`src/rtl/psr_icc_unit.sv`:
```
// psr_icc_unit
//   Owns the 12-bit processor state register and is the only block that writes it.
//   PSR layout: [11:8]={N,Z,V,C}, [7]=S, [6]=PS, [5]=ET, [4:0]=CWP.
//   Updates the integer condition codes and keeps the window and trap state
//   (CWP, S, PS, ET). It also checks SAVE, RESTORE, RETT and WRPSR and raises
//   one-cycle trap request pulses to the control unit.
//
//   Request priority per cycle: trap_entry > rett > wrpsr > save/restore.
//   At most one request is acted on. Lower-priority requests in the same cycle
//   are dropped silently. cc_we is independent of this ordering. The one
//   exception is a successful wrpsr, which takes the icc field.
//
//   Optional feature macro: PSR_ICC_BYPASS_EN
//     defined   : N,Z,V,C forward alu_nzvc combinationally while cc_we is high.
//     undefined : N,Z,V,C come straight from the registered PSR.
//   The PSR port is registered in both builds.
module psr_icc_unit #(
  parameter int NWINDOWS = 4
) (
  input  logic                Clk,
  input  logic                Reset,
  input  logic                cc_we,
  input  logic [3:0]          alu_nzvc,
  input  logic                save,
  input  logic                restore,
  input  logic                rett,
  input  logic                wrpsr,
  input  logic [11:0]         wr_data,
  input  logic                trap_entry,
  input  logic [NWINDOWS-1:0] WIM,
  output logic [11:0]         PSR,
  output logic                N,
  output logic                Z,
  output logic                V,
  output logic                C,
  output logic                win_ovf,
  output logic                win_unf,
  output logic                priv_trap,
  output logic                illeg_trap
);

  // Highest legal window number. CWP never leaves the range 0..NWINDOWS-1.
  localparam logic [4:0] CWP_LAST = 5'(NWINDOWS - 1);

  // Reset value of the whole register: supervisor mode, all other fields 0.
  localparam logic [11:0] PSR_RESET = 12'h080;

  // Architectural state, one register per field.
  logic [3:0] r_icc;
  logic       r_s;
  logic       r_ps;
  logic       r_et;
  logic [4:0] r_cwp;

  // Registered trap request pulses.
  logic r_win_ovf;
  logic r_win_unf;
  logic r_priv_trap;
  logic r_illeg_trap;

  // Next-state values.
  logic [3:0] w_icc_nxt;
  logic       w_s_nxt;
  logic       w_ps_nxt;
  logic       w_et_nxt;
  logic [4:0] w_cwp_nxt;
  logic       w_win_ovf_nxt;
  logic       w_win_unf_nxt;
  logic       w_priv_trap_nxt;
  logic       w_illeg_trap_nxt;

  // Window arithmetic and WIM lookups.
  logic [4:0]          w_cwp_dec;
  logic [4:0]          w_cwp_inc;
  logic [NWINDOWS-1:0] w_wim_dec_sh;
  logic [NWINDOWS-1:0] w_wim_inc_sh;
  logic                w_wim_dec;
  logic                w_wim_inc;

  // WRPSR legality: the new CWP field must name an existing window.
  logic                w_wr_cwp_bad;

  // Modulo-NWINDOWS neighbours of the current window and their WIM bits.
  // Shifting instead of indexing keeps the 5-bit CWP independent of the WIM width.
  always_comb begin
    w_cwp_dec    = (r_cwp == 5'd0)     ? CWP_LAST : (r_cwp - 5'd1);
    w_cwp_inc    = (r_cwp == CWP_LAST) ? 5'd0     : (r_cwp + 5'd1);
    w_wim_dec_sh = WIM >> w_cwp_dec;
    w_wim_inc_sh = WIM >> w_cwp_inc;
    w_wim_dec    = w_wim_dec_sh[0];
    w_wim_inc    = w_wim_inc_sh[0];
    w_wr_cwp_bad = (32'(wr_data[4:0]) >= NWINDOWS);
  end

  // Next-state and trap decode. Only one request branch is taken per cycle,
  // which makes the trap pulses mutually exclusive by construction.
  always_comb begin
    w_icc_nxt        = r_icc;
    w_s_nxt          = r_s;
    w_ps_nxt         = r_ps;
    w_et_nxt         = r_et;
    w_cwp_nxt        = r_cwp;
    w_win_ovf_nxt    = 1'b0;
    w_win_unf_nxt    = 1'b0;
    w_priv_trap_nxt  = 1'b0;
    w_illeg_trap_nxt = 1'b0;

    // The condition codes follow the ALU unless a successful WRPSR overrides them below.
    if (cc_we) begin
      w_icc_nxt = alu_nzvc;
    end

    if (trap_entry) begin
      // Trap entry is unconditional. It ignores both WIM and ET.
      w_cwp_nxt = w_cwp_dec;
      w_ps_nxt  = r_s;
      w_s_nxt   = 1'b1;
      w_et_nxt  = 1'b0;
    end else if (rett) begin
      if (!r_s) begin
        w_priv_trap_nxt = 1'b1;
      end else if (r_et) begin
        w_illeg_trap_nxt = 1'b1;
      end else if (w_wim_inc) begin
        w_win_unf_nxt = 1'b1;
      end else begin
        w_cwp_nxt = w_cwp_inc;
        w_s_nxt   = r_ps;
        w_et_nxt  = 1'b1;
      end
    end else if (wrpsr) begin
      if (!r_s) begin
        w_priv_trap_nxt = 1'b1;
      end else if (w_wr_cwp_bad) begin
        w_illeg_trap_nxt = 1'b1;
      end else begin
        w_icc_nxt = wr_data[11:8];
        w_s_nxt   = wr_data[7];
        w_ps_nxt  = wr_data[6];
        w_et_nxt  = wr_data[5];
        w_cwp_nxt = wr_data[4:0];
      end
    end else if (save) begin
      // If save and restore are both asserted, save is the one honoured.
      if (w_wim_dec) begin
        w_win_ovf_nxt = 1'b1;
      end else begin
        w_cwp_nxt = w_cwp_dec;
      end
    end else if (restore) begin
      if (w_wim_inc) begin
        w_win_unf_nxt = 1'b1;
      end else begin
        w_cwp_nxt = w_cwp_inc;
      end
    end
  end

  // PSR field registers. Asynchronous reset returns the PSR to 12'h080.
  always_ff @(posedge Clk or posedge Reset) begin
    if (Reset) begin
      r_icc <= PSR_RESET[11:8];
      r_s   <= PSR_RESET[7];
      r_ps  <= PSR_RESET[6];
      r_et  <= PSR_RESET[5];
      r_cwp <= PSR_RESET[4:0];
    end else begin
      r_icc <= w_icc_nxt;
      r_s   <= w_s_nxt;
      r_ps  <= w_ps_nxt;
      r_et  <= w_et_nxt;
      r_cwp <= w_cwp_nxt;
    end
  end

  // Trap request pulses. Each is high for exactly the cycle after the request.
  always_ff @(posedge Clk or posedge Reset) begin
    if (Reset) begin
      r_win_ovf    <= 1'b0;
      r_win_unf    <= 1'b0;
      r_priv_trap  <= 1'b0;
      r_illeg_trap <= 1'b0;
    end else begin
      r_win_ovf    <= w_win_ovf_nxt;
      r_win_unf    <= w_win_unf_nxt;
      r_priv_trap  <= w_priv_trap_nxt;
      r_illeg_trap <= w_illeg_trap_nxt;
    end
  end

  // Registered outputs.
  always_comb begin
    PSR        = {r_icc, r_s, r_ps, r_et, r_cwp};
    win_ovf    = r_win_ovf;
    win_unf    = r_win_unf;
    priv_trap  = r_priv_trap;
    illeg_trap = r_illeg_trap;
  end

`ifdef PSR_ICC_BYPASS_EN
  // Forward fresh ALU flags, so a branch in the next cycle sees them immediately.
  always_comb begin
    {N, Z, V, C} = cc_we ? alu_nzvc : r_icc;
  end
`else
  // Condition codes come straight from the registered PSR.
  always_comb begin
    {N, Z, V, C} = r_icc;
  end
`endif

endmodule

```
`config.mk`:
```
export PLATFORM = sky130hd
export DESIGN_NAME = psr_icc_unit
export DESIGN_NICKNAME = d
export VERILOG_FILES = /design/src/rtl/psr_icc_unit.sv
export SDC_FILE = /design/constraint.sdc
export NUM_CORES = 1
export LEC_CHECK = 0
export CORE_ASPECT_RATIO = 1.25
export CORE_MARGIN = 2
export CORE_UTILIZATION = 34
export CTS_CLUSTER_SIZE = 30
export DETAILED_ROUTE_END_ITERATION = 16
export RECOVER_POWER = 50
export SLEW_MARGIN = 20
export SYNTH_ARGS = -nofsm -noshare
export SYNTH_HDL_FRONTEND = slang
export SYNTH_SLANG_ARGS = --single-unit
```
`constraint.sdc`:
```
create_clock -name Clk -period 2.65 [get_ports Clk]
set_input_delay 0.265 -clock Clk [delete_from_list [all_inputs] [get_ports Clk]]
set_output_delay 0.265 -clock Clk [all_outputs]
set_load 0.02 [all_outputs]
```
==> flow_metrics.tcl <==
set metrics [dict create \
    combPwrFrac_pct 60.9 \
    synthCells 161 \
    area_delta_synth_final_pct 41.4 \
    die_h_um 74.1 \
    io_pins 48 \
    ys_seq_elements 16 \
    dr.pass1.iters 4 \
    final_cell_mix "36 x clkdlybuf4s50_1, 20 x nor2_1, 15 x a21oi_1, 15 x dfrtp_1, 13 x nand2_1" \
    whs_ps 529 \
    clock_sinks 16 \
    track_usage_pct 18.2 \
    tightestPinTransition_ps 611 \
    worstSetupStartpoint "r_cwp[1]$_DFFE_PP0P_" \
    drc_errors 0 \
    crit_type "flop to flop" \
    cts_tree "built" \
    grt-ovfl-total 0 \
    num_rows 25 \
    drive_above_1_share_pct 12.3 \
    finalCritPeriodShare_pct 91.6 \
    grt_max_degree 18 \
    die_w_um 60.1 \
    crit_fanout 9 \
    async_reset_ff_share_pct 100 \
    worstPathRequired_ps 2780 \
    hold_path_class "input pin to async pin" \
    fin_ws_ps 223 \
    p_leak_nw 0.782 \
    syn_nets 191 \
    initial_core_util_pct 35.3 \
    drt-wirelength-per-cell_um 14.7 \
    fin_nets 235 \
    grt_pass1_vias 1327 \
    rsz0062_at_grt "false" \
    fin_crit_ps 2430 \
    p_int_mw 0.851 \
    finClkSkew_ps 2.24 \
    power.density_nw_per_um2 797 \
    slew_headroom_pct 59.2 \
    cts_made_buffers 3 \
    worstRegToRegCells 8 \
    fmax_mhz 412 \
    coreArea_um2 3780 \
    cts_resized 0 \
    synth-edff-count 0 \
    first_iter_violations 61 \
    synth_area_per_cell_um2 8.31 \
    htree_levels 1 \
    pre_cts_ws_ps 238 \
    worstPathArrival_ps 2560 \
    clock-root-buffer "clkbuf_8" \
    drv_cap 0 \
    critPathCapture "r_cwp[2]$_DFFE_PP0P_" \
    ir_worst_vdd_uv 598 \
    outcome "finished clean" \
    fillers 374 \
    synth_area_um2 1340 \
    yosys_most_used_dff "dfrtp_1" \
    yosysWarnings 0 \
    antenna_cells 0 \
    clkPwrFrac_pct 14.1 \
    postPlaceCellArea_um2 1840 \
    netSwitchingFraction_pct 43.6 \
    grt_pass1_wl_um 6130 \
    finalHoldViolations 0 \
    pwr-share-seq_pct 25.0 \
    switchingPower_mw 0.657 \
    worst-r2r-setup-slack_ps 220 \
    setup_violations 0 \
    gp_congestion 1.01 \
    startpoint_type "flop" \
    r2r-end "r_cwp[2]$_DFFE_PP0P_" \
    final_common_cell "clkdlybuf4s50_1" \
    clk-insertion-delay-late_ps 240 \
    seq_area_frac_synth_pct 30.0 \
    vias 1405 \
    drt-vias-per-instance 5.45 \
    cts_buffer_depth 2 \
    fin_area_um2 1890 \
    clk_pin_slew_worst_paths_ps 60 \
    antenna_left 0 \
    hpwl_um 3010 \
    synth.distinct_cells 51 \
    portBuffers 47 \
    antenna_found_initial 0 \
    end_kind "flop" \
    tns_ps 0 \
    timing.rr.start "r_cwp[1]$_DFFE_PP0P_" \
    wl_um 3780 \
    hold_buffers 0 \
    dieArea_um2 4450 \
    drv_slew 0 \
    post_cts_buffers 0 \
]
==> power by group through the flow <==
stage | Clock, mW | Sequential (mW) | Combinational, mW
floorplan | 0 | 0.424 | 0.573
global route | 0.230 | 0.386 | 0.995
finish | 0.213 | 0.378 | 0.918
detailed placement | 0 | 0.377 | 0.920
CTS | 0.218 | 0.377 | 0.919
global placement | 0 | 0.378 | 0.911
==> worst min-delay path by stage <==
stage,from,end,slack [ps],cells past startpoint
after floorplan,Reset,illeg_trap$_DFF_PP0_,180,1
after global placement,r_s$_DFFE_PP1P_,r_s$_DFFE_PP1P_,550,2
after detailed placement,r_s$_DFFE_PP1P_,r_ps$_DFFE_PP0P_,570,2
after CTS,Reset,r_cwp[2]$_DFFE_PP0P_,420,2
after global routing,Reset,r_icc[1]$_DFF_PP0_,570,2
final,Reset,r_cwp[2]$_DFFE_PP0P_,530,2
==> metal layers <==
layer / up-vias / global-route usage [%] / part of all wire (%)
li1: 661 / - / -
met1: 663 / 21.3 / 39
met2: 74 / 32.2 / 51
met3: 7 / 3.13 / 8.5
met4: 0 / 7.16 / 1.9
met5: - / 0 / 0
==> kinds of logic after synthesis <==
family | count (synthesis) | share of synthesized area, %
and+or+nand+nor | 64 | 24.5
AOI/OAI and AO/OA | 47 | 25.7
buffers and inverters | 22 | 9.07
DFF | 16 | 30.0
muxes | 9 | 8.14
adders and majority gates | 2 | 1.87
xor gates and xnor gates | 1 | 0.655
==> Yosys cell counts (2+ instances only) <==
cell type	instances	area, µm²
a311oi_1	2	17.5
mux2i_1	6	60.1
nand3_1	3	15.0
nor3_1	5	25.0
inv_2	2	7.51
nor3b_1	3	22.5
nand3b_1	2	15.0
clkbuf_1	5	18.8
and3_1	3	18.8
nor2_1	20	75.1
a22oi_1	3	22.5
dfrtp_1	15	375
o21ai_0	6	30.0
a211oi_1	2	15.0
a21oi_1	15	75.1
ha_1	2	25.0
o21ai_1	2	10.0
a31oi_1	4	25.0
inv_1	4	15.0
nand2_1	13	48.8
o22a_1	2	17.5
buf_4	8	60.1
nor2b_1	6	37.5
==> cell type report <==
cell class                      count  area (µm²)  share of cell area, %
Multi-Input combinational cell    123         815                   43.1
Timing Repair Buffer               55         531                   28.0
Sequential cell                    16         402                   21.2
Tap cell                           54        67.6                   3.57
Clock buffer                        4        55.1                   2.91
Inverter                            6        22.5                   1.19
==> worst max-delay path, cell delays in order, from the launching register on <==
cell and delay (ps):
dfrtp_1 450, inv_1 60, ha_1 400, mux2_2 360, a211oi_1 360, a221oi_4 130, nor2_1 140, o221ai_1 140
mux2_4 280
==> flip-flops by register name, indices dropped and copies added, names as in the netlist <==
register,flops
illeg_trap,1
r_s,1
win_ovf,1
r_ps,1
win_unf,1
r_et,1
priv_trap,1
r_icc,4
r_cwp,5
==> through the flow <==
step	power (mW)	std cells	utilization [%]
5_1_grt	1.61	258	50.0
2_1_floorplan	0.997	161	-
3_3_place_gp	1.29	254	48.5
6_report	1.51	258	50.0
3_5_place_dp	1.30	254	48.5
4_1_cts	1.51	258	50.0
(Power assumes the default switching activity.)
